--- config.mk ---
export PLATFORM = sky130hd
export DESIGN_NAME = result_bcd_formatter
export DESIGN_NICKNAME = d
export VERILOG_FILES = /design/src/rtl/result_bcd_formatter.sv
export SDC_FILE = /design/constraint.sdc
export NUM_CORES = 1
export LEC_CHECK = 0
export BUFFER_PORTS_ARGS = -buffer_cell sky130_fd_sc_hd__buf_4
export CAP_MARGIN = 15
export CORE_MARGIN = 2
export CORE_UTILIZATION = 25
export DETAILED_ROUTE_END_ITERATION = 8
export PLACE_DENSITY = 0.45
export SETUP_SLACK_MARGIN = 0.05
export SLEW_MARGIN = 15
export SYNTH_ARGS = -nofsm -noshare
export SYNTH_HDL_FRONTEND = slang
export SYNTH_SLANG_ARGS = --single-unit
--- constraint.sdc ---
create_clock -name clk -period 1.5 [get_ports clk]
set_clock_uncertainty 0.05 [all_clocks]
set_input_delay 0.075 -clock clk [delete_from_list [all_inputs] [get_ports clk]]
set_output_delay 0.075 -clock clk [all_outputs]
set_load 0.01 [all_outputs]
--- src/rtl/result_bcd_formatter.sv ---
// -----------------------------------------------------------------------------
// result_bcd_formatter
//
// Turns a signed two's-complement calculator result into four BCD digits plus
// sign, operator and NaN flags for the VGA display stage. Each accepted result
// is converted with a multi-cycle shift-add-3 (double-dabble) loop. The display
// outputs are registers that only change in the single DONE cycle, so the
// renderer may sample them at any pixel tick.
//
// Optional feature macro: RESULT_BCD_SAT_EN
//   defined   : magnitudes above MAX_MAG are clamped to MAX_MAG and shown as
//               digits; only div_zero produces NaN.
//   undefined : magnitudes above MAX_MAG are shown as NaN.
//
// Ports
//   clk        in   system clock, rising edge
//   reset_n    in   asynchronous active-low reset
//   in_valid   in   result/op_in/div_zero are valid
//   in_ready   out  idle, a result can be accepted
//   result     in   signed result, IN_W bits
//   op_in      in   operator code (0 +, 1 -, 2 *, 3 /, 5 none)
//   div_zero   in   producing operation divided by zero
//   num3..num0 out  thousands, hundreds, tens, units digits
//   op         out  operator code of the displayed result
//   posneg     out  1 = displayed value is negative
//   is_nan     out  1 = display shows NaN
//   out_valid  out  one-cycle pulse when display outputs update
// -----------------------------------------------------------------------------
module result_bcd_formatter #(
  parameter int IN_W       = 16,
  parameter int MAX_MAG    = 9999,
  parameter int CONV_STEPS = 14
) (
  input  logic            clk,
  input  logic            reset_n,
  input  logic            in_valid,
  output logic            in_ready,
  input  logic [IN_W-1:0] result,
  input  logic [3:0]      op_in,
  input  logic            div_zero,
  output logic [3:0]      num3,
  output logic [3:0]      num2,
  output logic [3:0]      num1,
  output logic [3:0]      num0,
  output logic [3:0]      op,
  output logic            posneg,
  output logic            is_nan,
  output logic            out_valid
);

  localparam int            CNT_W     = $clog2(CONV_STEPS + 1);
  localparam logic [CNT_W-1:0] CNT_LAST = CNT_W'(CONV_STEPS - 1);
  localparam logic [IN_W:0] MAX_MAG_W = (IN_W + 1)'(MAX_MAG);
`ifdef RESULT_BCD_SAT_EN
  localparam logic [CONV_STEPS-1:0] MAX_MAG_BIN = CONV_STEPS'(MAX_MAG);
`endif

  typedef enum logic [1:0] {
    IDLE = 2'd0,
    CONV = 2'd1,
    DONE = 2'd2
  } state_e;

  // Add 3 to every BCD nibble that is 5 or more, ahead of the left shift.
  function automatic logic [15:0] bcd_adjust(input logic [15:0] bcd);
    logic [15:0] res;
    res = bcd;
    for (int i = 0; i < 4; i++) begin
      if (bcd[i*4 +: 4] >= 4'd5) begin
        res[i*4 +: 4] = bcd[i*4 +: 4] + 4'd3;
      end else begin
        res[i*4 +: 4] = bcd[i*4 +: 4];
      end
    end
    return res;
  endfunction

  state_e                state_q, state_d;
  logic                  in_ready_q, in_ready_d;
  logic                  neg_q, neg_d;         // sign & (mag != 0) of the job
  logic                  nan_q, nan_d;         // job takes the NaN path
  logic [3:0]            opl_q, opl_d;         // latched operator of the job
  logic [15:0]           bcd_q, bcd_d;
  logic [CONV_STEPS-1:0] bin_q, bin_d;
  logic [CNT_W-1:0]      cnt_q, cnt_d;
  logic [15:0]           num_q, num_d;
  logic [3:0]            op_q, op_d;
  logic                  posneg_q, posneg_d;
  logic                  is_nan_q, is_nan_d;
  logic                  out_valid_q, out_valid_d;

  logic [IN_W:0]         ext_s;
  logic [IN_W:0]         mag_s;
  logic                  over_s;
  logic                  nan_take_s;
  logic [CONV_STEPS-1:0] bin_load_s;
  logic [15:0]           bcd_adj_s;

  // Magnitude is formed one bit wider so the most negative input negates cleanly.
  assign ext_s  = {result[IN_W-1], result};
  assign mag_s  = result[IN_W-1] ? (~ext_s + {{IN_W{1'b0}}, 1'b1}) : ext_s;
  assign over_s = (mag_s > MAX_MAG_W);

`ifdef RESULT_BCD_SAT_EN
  assign nan_take_s = div_zero;
  assign bin_load_s = over_s ? MAX_MAG_BIN : mag_s[CONV_STEPS-1:0];
`else
  assign nan_take_s = div_zero | over_s;
  assign bin_load_s = mag_s[CONV_STEPS-1:0];
`endif

  assign bcd_adj_s = bcd_adjust(bcd_q);

  // Next-state and datapath decode for the IDLE/CONV/DONE sequence.
  always_comb begin
    state_d     = state_q;
    in_ready_d  = in_ready_q;
    neg_d       = neg_q;
    nan_d       = nan_q;
    opl_d       = opl_q;
    bcd_d       = bcd_q;
    bin_d       = bin_q;
    cnt_d       = cnt_q;
    num_d       = num_q;
    op_d        = op_q;
    posneg_d    = posneg_q;
    is_nan_d    = is_nan_q;
    out_valid_d = 1'b0;

    case (state_q)
      IDLE: begin
        if (in_valid) begin
          neg_d      = result[IN_W-1] & (mag_s != {(IN_W + 1){1'b0}});
          opl_d      = op_in;
          nan_d      = nan_take_s;
          bcd_d      = 16'd0;
          bin_d      = bin_load_s;
          cnt_d      = {CNT_W{1'b0}};
          in_ready_d = 1'b0;
          if (nan_take_s) begin
            state_d = DONE;
          end else begin
            state_d = CONV;
          end
        end else begin
          state_d = IDLE;
        end
      end

      CONV: begin
        bcd_d = {bcd_adj_s[14:0], bin_q[CONV_STEPS-1]};
        bin_d = {bin_q[CONV_STEPS-2:0], 1'b0};
        cnt_d = cnt_q + CNT_W'(1);
        if (cnt_q == CNT_LAST) begin
          state_d = DONE;
        end else begin
          state_d = CONV;
        end
      end

      DONE: begin
        op_d        = opl_q;
        out_valid_d = 1'b1;
        in_ready_d  = 1'b1;
        state_d     = IDLE;
        if (nan_q) begin
          num_d    = 16'd0;
          posneg_d = 1'b0;
          is_nan_d = 1'b1;
        end else begin
          num_d    = bcd_q;
          posneg_d = neg_q;
          is_nan_d = 1'b0;
        end
      end

      default: begin
        state_d    = IDLE;
        in_ready_d = 1'b1;
      end
    endcase
  end

  // State and output registers; reset drops any job in flight.
  always_ff @(posedge clk or negedge reset_n) begin
    if (!reset_n) begin
      state_q     <= IDLE;
      in_ready_q  <= 1'b1;
      neg_q       <= 1'b0;
      nan_q       <= 1'b0;
      opl_q       <= 4'd5;
      bcd_q       <= 16'd0;
      bin_q       <= {CONV_STEPS{1'b0}};
      cnt_q       <= {CNT_W{1'b0}};
      num_q       <= 16'd0;
      op_q        <= 4'd5;
      posneg_q    <= 1'b0;
      is_nan_q    <= 1'b0;
      out_valid_q <= 1'b0;
    end else begin
      state_q     <= state_d;
      in_ready_q  <= in_ready_d;
      neg_q       <= neg_d;
      nan_q       <= nan_d;
      opl_q       <= opl_d;
      bcd_q       <= bcd_d;
      bin_q       <= bin_d;
      cnt_q       <= cnt_d;
      num_q       <= num_d;
      op_q        <= op_d;
      posneg_q    <= posneg_d;
      is_nan_q    <= is_nan_d;
      out_valid_q <= out_valid_d;
    end
  end

  assign in_ready  = in_ready_q;
  assign num3      = num_q[15:12];
  assign num2      = num_q[11:8];
  assign num1      = num_q[7:4];
  assign num0      = num_q[3:0];
  assign op        = op_q;
  assign posneg    = posneg_q;
  assign is_nan    = is_nan_q;
  assign out_valid = out_valid_q;

endmodule

==> results.py, run 1 <==
metrics = {
    "timing": {
        "finalSetupTns_ns": -1.113,
        "period_needed_ns": 1.820,
        "period_share_pct": 121.3,
        "slew-limit-headroom_pct": 54.74,
        "fmax_mhz": 549.4,
        "fin_hold_ws_ns": 0.1482,
        "rsz0062_at_grt": "true",
        "post-route-worst-setup-slack_ns": -0.3201,
        "drv_slew": 0,
        "final-setup-viol-count": 6,
        "worst_slew_pin_slew_ns": 0.6790,
        "hold_viol": 0,
    },
    "setup_path": {
        "endpoint_kind": "flip-flop",
        "worstSetupStartpointType": "input port",
        "cp.arrival_ns": 1.98,
        "worst_ep_required_time_ns": 1.66,
        "path_max_fanout": 3,
        "path_class": "input port to flip-flop",
        "reg2reg_slack_ns": -0.11,
    },
    "power_and_ir_drop": {
        "ir_drop_uv": 544.9,
        "leakagePower_nw": 2.392,
        "p_seq_share_pct": 38.9,
        "p_switching_w": 0.002063,
        "combinationalPowerShare_pct": 29.3,
        "p_per_area_mw_per_mm2": 1189,
        "clockPowerShare_pct": 31.8,
        "swShare_pct": 31.65,
        "internal_power_w": 0.004455,
    },
    "placement": {
        "place_area_mm2": 0.004604,
        "dpl.hpwl_um": 6859,
        "place.gp.congestion": 0.7682,
        "place_inst": 659,
        "port_buffers": 47,
    },
    "status": {
        "violations": "setup timing",
        "status": "finished, violations left",
    },
    "die": {
        "die_area_mm2": 0.01517,
        "dieHeight_um": 123.2,
        "start_util_pct": 25.57,
        "core_mm2": 0.01388,
        "row_count": 43,
        "die_x_um": 123.2,
        "io_pins": 48,
    },
    "yosys": {
        "ys_ff_latch": 66,
        "synthSimpleGateAreaFrac_pct": 18.19,
        "synth_fa_ha_area_share_pct": 3.877,
        "ys_warn_count": 0,
        "synth.mux.area_fraction_pct": 2.150,
        "ys_seq_area_share_pct": 46.70,
        "yosys.area_share.xor_xnor_pct": 4.935,
        "synth_compound_area_share_pct": 20.13,
        "synth_top_family_by_area": "compound AO/OA/AOI/OAI gates",
        "syn_inst": 389,
        "ys_types": 49,
        "syn_area_per_cell_um2": 9.125,
        "synthesis.nets": 424,
        "synth_area_mm2": 0.003550,
    },
    "routing": {
        "first_iter_violations": 143,
        "drcViolationCount": 0,
        "wl_met2_um": 4755,
        "top_layer": "met4",
        "routedWlPerCell_um": 14.21,
        "vias": 3304,
        "firstDrtPassIters": 4,
        "vias_per_cell": 4.740,
        "drt-met1-wl_um": 4646,
        "met3_length_um": 344,
        "drt_wl_total_um": 9905,
        "drt.antenna.violating_nets": 0,
    },
    "cts": {
        "clkSlewWorstSetupHoldPaths_ns": 0.05,
        "root_buffer": "clkbuf_16",
        "cts.sinks": 66,
        "clockBufferDepth": 2,
        "cts_tree": "done",
        "htreeDepth": 3,
        "cts_inserted_buffers": 9,
        "clk_latency_ns": 0.32,
    },
    "layout": {
        "fin_area_mm2": 0.005480,
        "final_common_cell": "buf_4",
        "layout.cells.non_filler": 697,
        "final_cell_mix": "buf_4, dfrtp_1, nand2_1",
        "num_antenna_cells": 0,
        "nets": 547,
        "drive_above_1_share_pct": 42.55,
        "final_core_util_pct": 39.48,
        "area_growth_syn_to_layout_pct": 54.39,
    },
    "min_path": {
        "hold_class": "input port to flip-flop",
    },
    "global_routing": {
        "grt_pass1_wl_um": 16190,
        "antenna_found_initial": 0,
        "gr-total-overflow": 0,
        "grt_usage_pct": 13.38,
        "grt_start_max_net_pins": 39,
        "grt_pass1_vias": 3295,
    },
    "flow_run": {
        "drv_cap": 0,
    },
}
==> registers in the layout, indices dropped and copies added (netlist names) <==
name	flops
out_valid	1
posneg	1
op	4
bcd_q	16
neg_q	1
num_q	16
cnt_q	4
opl_q	4
in_ready	1
bin_q	14
nan_q	1
is_nan	1
state_q	2
==> critical path, stage by stage <==
cell and delay, ns:
buf_8 0.10, clkinv_4 0.04, ha_4 0.12, or4b_4 0.50, or3_1 0.40, a31oi_2 0.27
a221oi_4 0.06, a211o_2 0.32, o21a_1 0.10
==> power by group through the flow <==
stage	sequential (W)	clock [W]	combinational (W)
floorplan	0.00250	0	0.000909
global placement	0.00254	0	0.00172
detailed placement	0.00254	0	0.00174
finish	0.00254	0.00207	0.00191
CTS	0.00252	0.00213	0.00181
global route	0.00259	0.00222	0.00213
==> timing repair <==
| action | CTS | global route |
|---|---|---|
| resized for setup | 32 | 65 |
| hold buffers | 5 | 0 |
| endpoints found under the setup margin | 34 | 45 |
| buffers inserted | 5 | 13 |
| pin swaps | 17 | 31 |
| hold endpoints to repair | 32 | 0 |
==> layer usage <==
layer,vias up,GRT usage (%)
met2,57,21.43
met1,1604,17.89
met4,0,4.474
met3,12,2.906
met5,-,0
li1,1631,-
==> stage by stage <==
step / power (W) / setup slack, ns
3_3_place_gp: 0.004251 / -0.6787
4_1_cts: 0.006453 / -0.2687
6_report: 0.006518 / -0.3201
5_1_grt: 0.006943 / -0.3850
3_5_place_dp: 0.004287 / -0.7166
2_1_floorplan: 0.003406 / -0.4517
==> Yosys cell counts (all sizes together) <==
| master | instances | area share (%) |
|---|---|---|
| a211o | 1 | 0.28 |
| a21o | 1 | 0.21 |
| a21oi | 25 | 3.5 |
| a221oi | 1 | 0.25 |
| a22o | 1 | 0.25 |
| a22oi | 2 | 0.42 |
| a31oi | 2 | 0.35 |
| a41o | 1 | 0.28 |
| a41oi | 1 | 0.25 |
| and3 | 1 | 0.18 |
| buf | 6 | 0.95 |
| clkbuf | 14 | 1.5 |
| dfrtp | 61 | 43 |
| dfstp | 5 | 3.7 |
| ha | 11 | 3.9 |
| inv | 15 | 1.6 |
| mux2 | 5 | 1.6 |
| mux2i | 2 | 0.56 |
| nand2 | 63 | 6.7 |
| nand2b | 14 | 2.5 |
| nand3 | 8 | 1.1 |
| nand4 | 2 | 0.35 |
| nor2 | 19 | 2.0 |
| nor2b | 1 | 0.18 |
| nor3 | 9 | 1.3 |
| nor3b | 1 | 0.21 |
| nor4 | 2 | 0.53 |
| nor4b | 2 | 0.67 |
| o211ai | 2 | 0.42 |
| o21a | 1 | 0.21 |
| o21ai | 38 | 5.4 |
| o21ba | 1 | 0.28 |
| o22ai | 21 | 3.7 |
| o31a | 1 | 0.25 |
| o31ai | 11 | 2.3 |
| o41a | 1 | 0.32 |
| o41ai | 5 | 1.4 |
| or2 | 4 | 0.70 |
| or3 | 4 | 0.85 |
| or4 | 2 | 0.42 |
| or4b | 2 | 0.56 |
| xnor2 | 13 | 3.2 |
| xor2 | 7 | 1.7 |
==> cell type report <==
class                   count  area (um2)
clock buffers               9       225.2
clock inverters             7       70.07
well taps                 180       225.2
fillers                  1403        8401
inverters                  15       73.82
multi-input cells         288        2106
repair buffers            132        1122
flip-flops and latches     66        1658
==> path summary, 6_finish.rpt <==
path                             from   endpoint  cells after the start
min                         result[0]   bin_q[0]                      5
max reg2reg                state_q[1]      neg_q                      6
min in group asynchronous     reset_n  num_q[15]                      2
min reg2reg                  opl_q[2]   opl_q[2]                      2
max in group asynchronous     reset_n   in_ready                      3
max                         result[0]      nan_q                      9
==> cell families (layout without fill, tap and decap cells) <==
logic type,count (synthesis),after routing
fa+ha+maj,11,11
simple gates,134,134
buf+inv,35,163
xor+xnor,20,20
compound gates,116,116
flops,66,66
mux,7,7
Note: power is estimated with default switching activity, not from simulation.
==> run 2, diff against run 1 <==
--- a/config.mk
+++ b/config.mk
@@ -7,7 +7,7 @@
 export LEC_CHECK = 0
 export BUFFER_PORTS_ARGS = -buffer_cell sky130_fd_sc_hd__buf_4
 export CAP_MARGIN = 15
-export CORE_MARGIN = 2
+export CORE_MARGIN = 4
 export CORE_UTILIZATION = 25
 export DETAILED_ROUTE_END_ITERATION = 8
 export PLACE_DENSITY = 0.45
==> run 2 against run 1 <==
  * The flow still finishes with violations (setup timing)
  * Worst setup slack better by 0.057 ns
  * Via count down 2.5%
  * First-iteration DRC count rose by 17%
  * Sequential power is essentially flat
  * Sequential cell count did not move
  * Sequential share of layout area grew 1.5 points
  * Critical path depth shrank 1
  * Combinational power barely moved
  * Power decreased by 3.9%
  * Die area up 6.6%
  * Core utilization down 1.9 points
  * Largest cell class unchanged
==> results.py, run 2 (same netlist as run 1, synthesis figures left out) <==
metrics = {
    "timing": {
        "slew-limit-headroom_pct": 55.87,
        "fmax_mhz": 567.1,
        "post-route-worst-setup-slack_ns": -0.2633,
        "period_share_pct": 117.6,
        "hold_viol": 0,
        "worst_slew_pin_slew_ns": 0.6620,
        "rsz0062_at_grt": "true",
        "final-setup-viol-count": 6,
        "period_needed_ns": 1.763,
        "drv_slew": 0,
        "finalSetupTns_ns": -1.088,
        "fin_hold_ws_ns": 0.1434,
    },
    "placement": {
        "place.gp.congestion": 0.7919,
        "dpl.hpwl_um": 7060,
        "place_area_mm2": 0.004599,
        "port_buffers": 47,
        "preCtsSetupSlack_ns": -0.7745,
    },
    "setup_path": {
        "cp.arrival_ns": 1.92,
        "cpPeakStageDelay_ns": 0.54,
        "crit_chain": "buf_6, or4_4, buf_6, nor4_4, nor4b_4, o211ai_1, a211o_2, o21a_1",
        "reg2reg_from": "state_q[1]",
        "crit_slowest_cell": "or4_4",
        "path_class": "input port to flip-flop",
        "cp_top_family": "simple AND/OR/NAND/NOR gates",
        "endpoint_kind": "flip-flop",
        "worstSetupStartpointType": "input port",
        "path_max_fanout": 2,
        "worst_ep_required_time_ns": 1.66,
        "cpMostUsedCell": "buf_6",
        "cp_num_buf_inv": 2,
        "cp-startpoint": "result[10]",
    },
    "global_routing": {
        "antenna_found_initial": 0,
        "grt_pass1_wl_um": 15790,
        "grt_start_max_net_pins": 28,
        "grt_pass1_vias": 3178,
        "grt_usage_pct": 11.95,
        "gr-total-overflow": 0,
    },
    "die": {
        "row_count": 43,
        "io_pins": 48,
        "core_mm2": 0.01388,
        "dieHeight_um": 127.2,
        "die_area_mm2": 0.01617,
        "die_x_um": 127.2,
        "start_util_pct": 25.57,
    },
    "power_and_ir_drop": {
        "p_total_w": 0.006267,
        "leakagePower_nw": 2.277,
        "ir_drop_uv": 746.2,
        "p_per_area_mw_per_mm2": 1200,
    },
    "cts": {
        "htreeDepth": 3,
        "clk_latency_ns": 0.32,
        "clkSlewWorstSetupHoldPaths_ns": 0.06,
        "root_buffer": "clkbuf_16",
        "cts.sinks": 66,
        "cts_inserted_buffers": 9,
        "clockBufferDepth": 2,
        "cts_tree": "done",
    },
    "status": {
        "status": "finished, violations left",
        "violations": "setup timing",
    },
    "min_path": {
        "hold_class": "input port to flip-flop",
        "min_from": "result[0]",
    },
    "layout": {
        "fin_area_mm2": 0.005223,
        "nets": 539,
        "area_growth_syn_to_layout_pct": 47.13,
        "num_antenna_cells": 0,
        "final_common_cell": "buf_4",
        "final_cell_mix": "buf_4, nand2_1, dfrtp_1",
        "reg_top3": "bcd_q x16, num_q x16, bin_q x14",
        "drive_above_1_share_pct": 37.72,
    },
    "routing": {
        "routedWlPerCell_um": 13.64,
        "drt_wl_total_um": 9399,
        "firstDrtPassIters": 4,
        "first_iter_violations": 167,
        "drcViolationCount": 0,
        "vias_per_cell": 4.673,
        "drt.antenna.violating_nets": 0,
        "vias": 3220,
    },
    "flow_run": {
        "drv_cap": 0,
    },
}
[run 2: cell types whose count changed in the layout (fill, tap and decap cells not counted), moves of 3 or more]
| cell | before | now |
|---|---|---|
| o21ai_0 | 27 | 30 |
| buf_6 | 13 | 8 |
| a21oi_1 | 17 | 21 |
| o22ai_1 | 18 | 21 |
| o22ai_2 | 3 | 0 |
[run 2: where the power goes]
| group | leakage (nW) | switching (W) | internal [W] | total, W |
|---|---|---|---|---|
| logic | 1.30 | 0.000923 | 0.000955 | 0.00188 |
| clock network | 0.129 | 0.000755 | 0.00111 | 0.00187 |
| registers | 0.847 | 0.000312 | 0.00221 | 0.00252 |
[run 2: path summary, 6_finish.rpt]
path	cells after the start	endpoint	slack [ns]
min	5	bin_q[0]	0.14
min in group asynchronous	2	num_q[14]	0.17
max in group asynchronous	3	opl_q[0]	0.68
max	8	nan_q	-0.26
max reg2reg	6	neg_q	-0.11
min reg2reg	2	opl_q[2]	0.41
[run 2: metrics by stage]
step           util [%]  cells
4_1_cts           36.19    683
5_1_grt           37.62    689
3_3_place_gp      33.14    660
6_report          37.62    689
2_1_floorplan         -    389
3_5_place_dp      33.14    660
[run 2: layout make-up]
class | count | area (um2)
Fill cell | 1423 | 8658
Multi-Input combinational cell | 288 | 1971
Sequential cell | 66 | 1658
Timing Repair Buffer | 124 | 1031
Clock buffer | 11 | 232.7
Tap cell | 180 | 225.2
Inverter | 15 | 73.82
Clock inverter | 5 | 31.28
[run 2: metal layers]
metal | GRT usage, % | wire (um) | vias to the layer above
met5 | 0 | 0 | -
li1 | - | - | 1617
met3 | 2.676 | 350 | 12
met1 | 15.93 | 4491 | 1532
met2 | 19.49 | 4382 | 59
met4 | 3.533 | 174 | 0
[run 2: tightest hold or removal path, cell delays in order]
cell and delay [ns]:
buf_6 0.10, inv_6 0.05, buf_4 0.09, buf_4 0.09
o21ai_0 0.07
[run 2: what timing repair did]
action / in CTS / in global routing
setup buffers: 2 / 7
gates cloned: 0 / 0
hold buffers: 5 / 0
resized for setup: 18 / 45
pin swaps: 8 / 17
setup endpoints to repair: 34 / 36
hold endpoints to repair: 52 / 0
==> run 3, diff against run 2 <==
--- a/config.mk
+++ b/config.mk
@@ -5,12 +5,12 @@
 export SDC_FILE = /design/constraint.sdc
 export NUM_CORES = 1
 export LEC_CHECK = 0
-export BUFFER_PORTS_ARGS = -buffer_cell sky130_fd_sc_hd__buf_4
+export BUFFER_PORTS_ARGS = -buffer_cell sky130_fd_sc_hd__buf_2
 export CAP_MARGIN = 15
 export CORE_MARGIN = 4
 export CORE_UTILIZATION = 25
 export DETAILED_ROUTE_END_ITERATION = 8
-export PLACE_DENSITY = 0.45
+export PLACE_DENSITY = 0.48
 export SETUP_SLACK_MARGIN = 0.05
 export SLEW_MARGIN = 15
 export SYNTH_ARGS = -nofsm -noshare
==> run 3 against run 2 <==
  * The run still ends with setup timing left
  * Sequential cell count did not move
  * Register-to-register slack worse by 0.12 ns
  * Critical endpoint is now neg_q
  * Non-clock buffer count up 17
  * Critical path type unchanged
  * Sequential power barely moved
  * Via count up 2.3%
  * First-iteration DRC count decreased by 25%
  * Clock-buffer cell count down 2
  * Core utilization up 1.1 points
==> results.py, run 3 (same netlist as run 1, synthesis figures left out) <==
metrics = {
    "layout": {
        "reg_top3": "bcd_q x16, num_q x16, bin_q x14",
        "layout.cells.non_filler": 706,
        "drive_above_1_share_pct": 42.02,
        "num_antenna_cells": 0,
        "area_growth_syn_to_layout_pct": 51.25,
        "final_common_cell": "buf_4",
        "final_cell_mix": "buf_4, dfrtp_1, nand2_1",
        "nets": 556,
    },
    "timing": {
        "hold_viol": 0,
        "post-route-worst-setup-slack_ns": -0.2693,
        "final-setup-viol-count": 6,
        "rsz0062_at_grt": "true",
        "worst_slew_pin_slew_ns": 0.6396,
        "drv_slew": 0,
        "period_share_pct": 118.0,
        "fin_hold_ws_ns": 0.1832,
        "period_needed_ns": 1.769,
        "fmax_mhz": 565.2,
        "finalSetupTns_ns": -1.074,
        "slew-limit-headroom_pct": 57.36,
    },
    "cts": {
        "cts.sinks": 66,
        "clkSlewWorstSetupHoldPaths_ns": 0.06,
        "clk_latency_ns": 0.32,
        "clockBufferDepth": 2,
        "cts_tree": "done",
        "root_buffer": "clkbuf_16",
        "cts_inserted_buffers": 9,
        "htreeDepth": 3,
    },
    "routing": {
        "drt-met1-wl_um": 4442,
        "drt.antenna.violating_nets": 0,
        "firstDrtPassIters": 6,
        "drcViolationCount": 0,
        "first_iter_violations": 126,
        "vias": 3294,
        "met3_length_um": 332,
        "routedWlPerCell_um": 13.64,
        "wl_met2_um": 4738,
        "drt_wl_total_um": 9628,
        "top_layer": "met4",
        "vias_per_cell": 4.666,
    },
    "global_routing": {
        "gr-total-overflow": 0,
        "grt_start_max_net_pins": 30,
        "grt_pass1_vias": 3218,
        "antenna_found_initial": 0,
        "grt_pass1_wl_um": 15790,
        "grt_usage_pct": 11.82,
    },
    "power_and_ir_drop": {
        "p_total_w": 0.006705,
        "p_per_area_mw_per_mm2": 1249,
        "leakagePower_nw": 2.397,
        "ir_drop_uv": 632.5,
    },
    "placement": {
        "place_inst": 667,
        "dpl.hpwl_um": 6825,
        "port_buffers": 47,
        "place.gp.congestion": 0.7846,
    },
    "status": {
        "violations": "setup timing",
        "status": "finished, violations left",
    },
    "setup_path": {
        "worstSetupStartpointType": "input port",
        "cp.arrival_ns": 1.92,
        "crit_chain": "buf_8, buf_6, or2_4, o41ai_4, xnor2_2, or4b_4, nor4_2, a21oi_1",
        "cpPeakStageDelay_ns": 0.49,
        "cp_top_family": "simple AND/OR/NAND/NOR gates",
        "crit_slowest_cell": "or4b_4",
        "cp_num_buf_inv": 2,
        "worst_ep_required_time_ns": 1.65,
        "endpoint_kind": "flip-flop",
        "path_max_fanout": 5,
        "path_class": "input port to flip-flop",
    },
    "die": {
        "dieHeight_um": 127.2,
        "core_mm2": 0.01388,
        "start_util_pct": 25.57,
        "die_x_um": 127.2,
        "io_pins": 48,
        "row_count": 43,
        "die_area_mm2": 0.01617,
    },
    "flow_run": {
        "drv_cap": 0,
    },
    "min_path": {
        "hold_class": "input port to asynchronous set/reset pin",
    },
}
-- run 3: layout make-up --
class                   instances  area (um2)
clock buffers                   9       225.2
multi-input cells             288        2027
flip-flops and latches         66        1658
clock inverters                 7       101.3
well taps                     180       225.2
inverters                      15       73.82
repair buffers                141        1059
fillers                      1425        8512
-- run 3: power breakdown --
| part | leakage [nW] | switching, W | internal [W] |
|---|---|---|---|
| clock network | 0.153 | 0.000826 | 0.00147 |
| registers | 0.847 | 0.000308 | 0.00221 |
| logic | 1.40 | 0.000947 | 0.000946 |
-- run 3: repair_timing --
action	in CTS	in global routing
hold buffers	5	0
setup buffers	6	12
endpoints found under the hold margin	40	0
pin swaps	14	29
endpoints found under the setup margin	27	27
resized for setup	30	50
-- run 3: final timing paths --
| check | start | endpoint | slack [ns] | depth (start not counted) |
|---|---|---|---|---|
| max in group asynchronous | reset_n | opl_q[2] | 0.63 | 3 |
| worst min-delay path | reset_n | num_q[10] | 0.18 | 2 |
| worst max register to register | state_q[1] | neg_q | -0.23 | 6 |
| worst min register to register | opl_q[2] | opl_q[2] | 0.41 | 2 |
| worst max-delay path | result[0] | neg_q | -0.27 | 8 |
| min in group clk | result[4] | bin_q[4] | 0.21 | 4 |
-- run 3: routing by layer --
| metal | vias up | GRT usage, % |
|---|---|---|
| met5 | - | 0 |
| met4 | 0 | 3.028 |
| met3 | 9 | 2.676 |
| met2 | 55 | 20.11 |
| met1 | 1574 | 15.24 |
| li1 | 1656 | - |
-- run 3: stage by stage --
step | setup WS (ns) | utilization [%] | area [um2]
2_1_floorplan | -0.4517 | - | 3593
5_1_grt | -0.3670 | 38.68 | 5369
3_5_place_dp | -0.7391 | 32.67 | 4534
4_1_cts | -0.2490 | 36.79 | 5106
6_report | -0.2693 | 38.68 | 5369
3_3_place_gp | -0.6938 | 32.67 | 4534
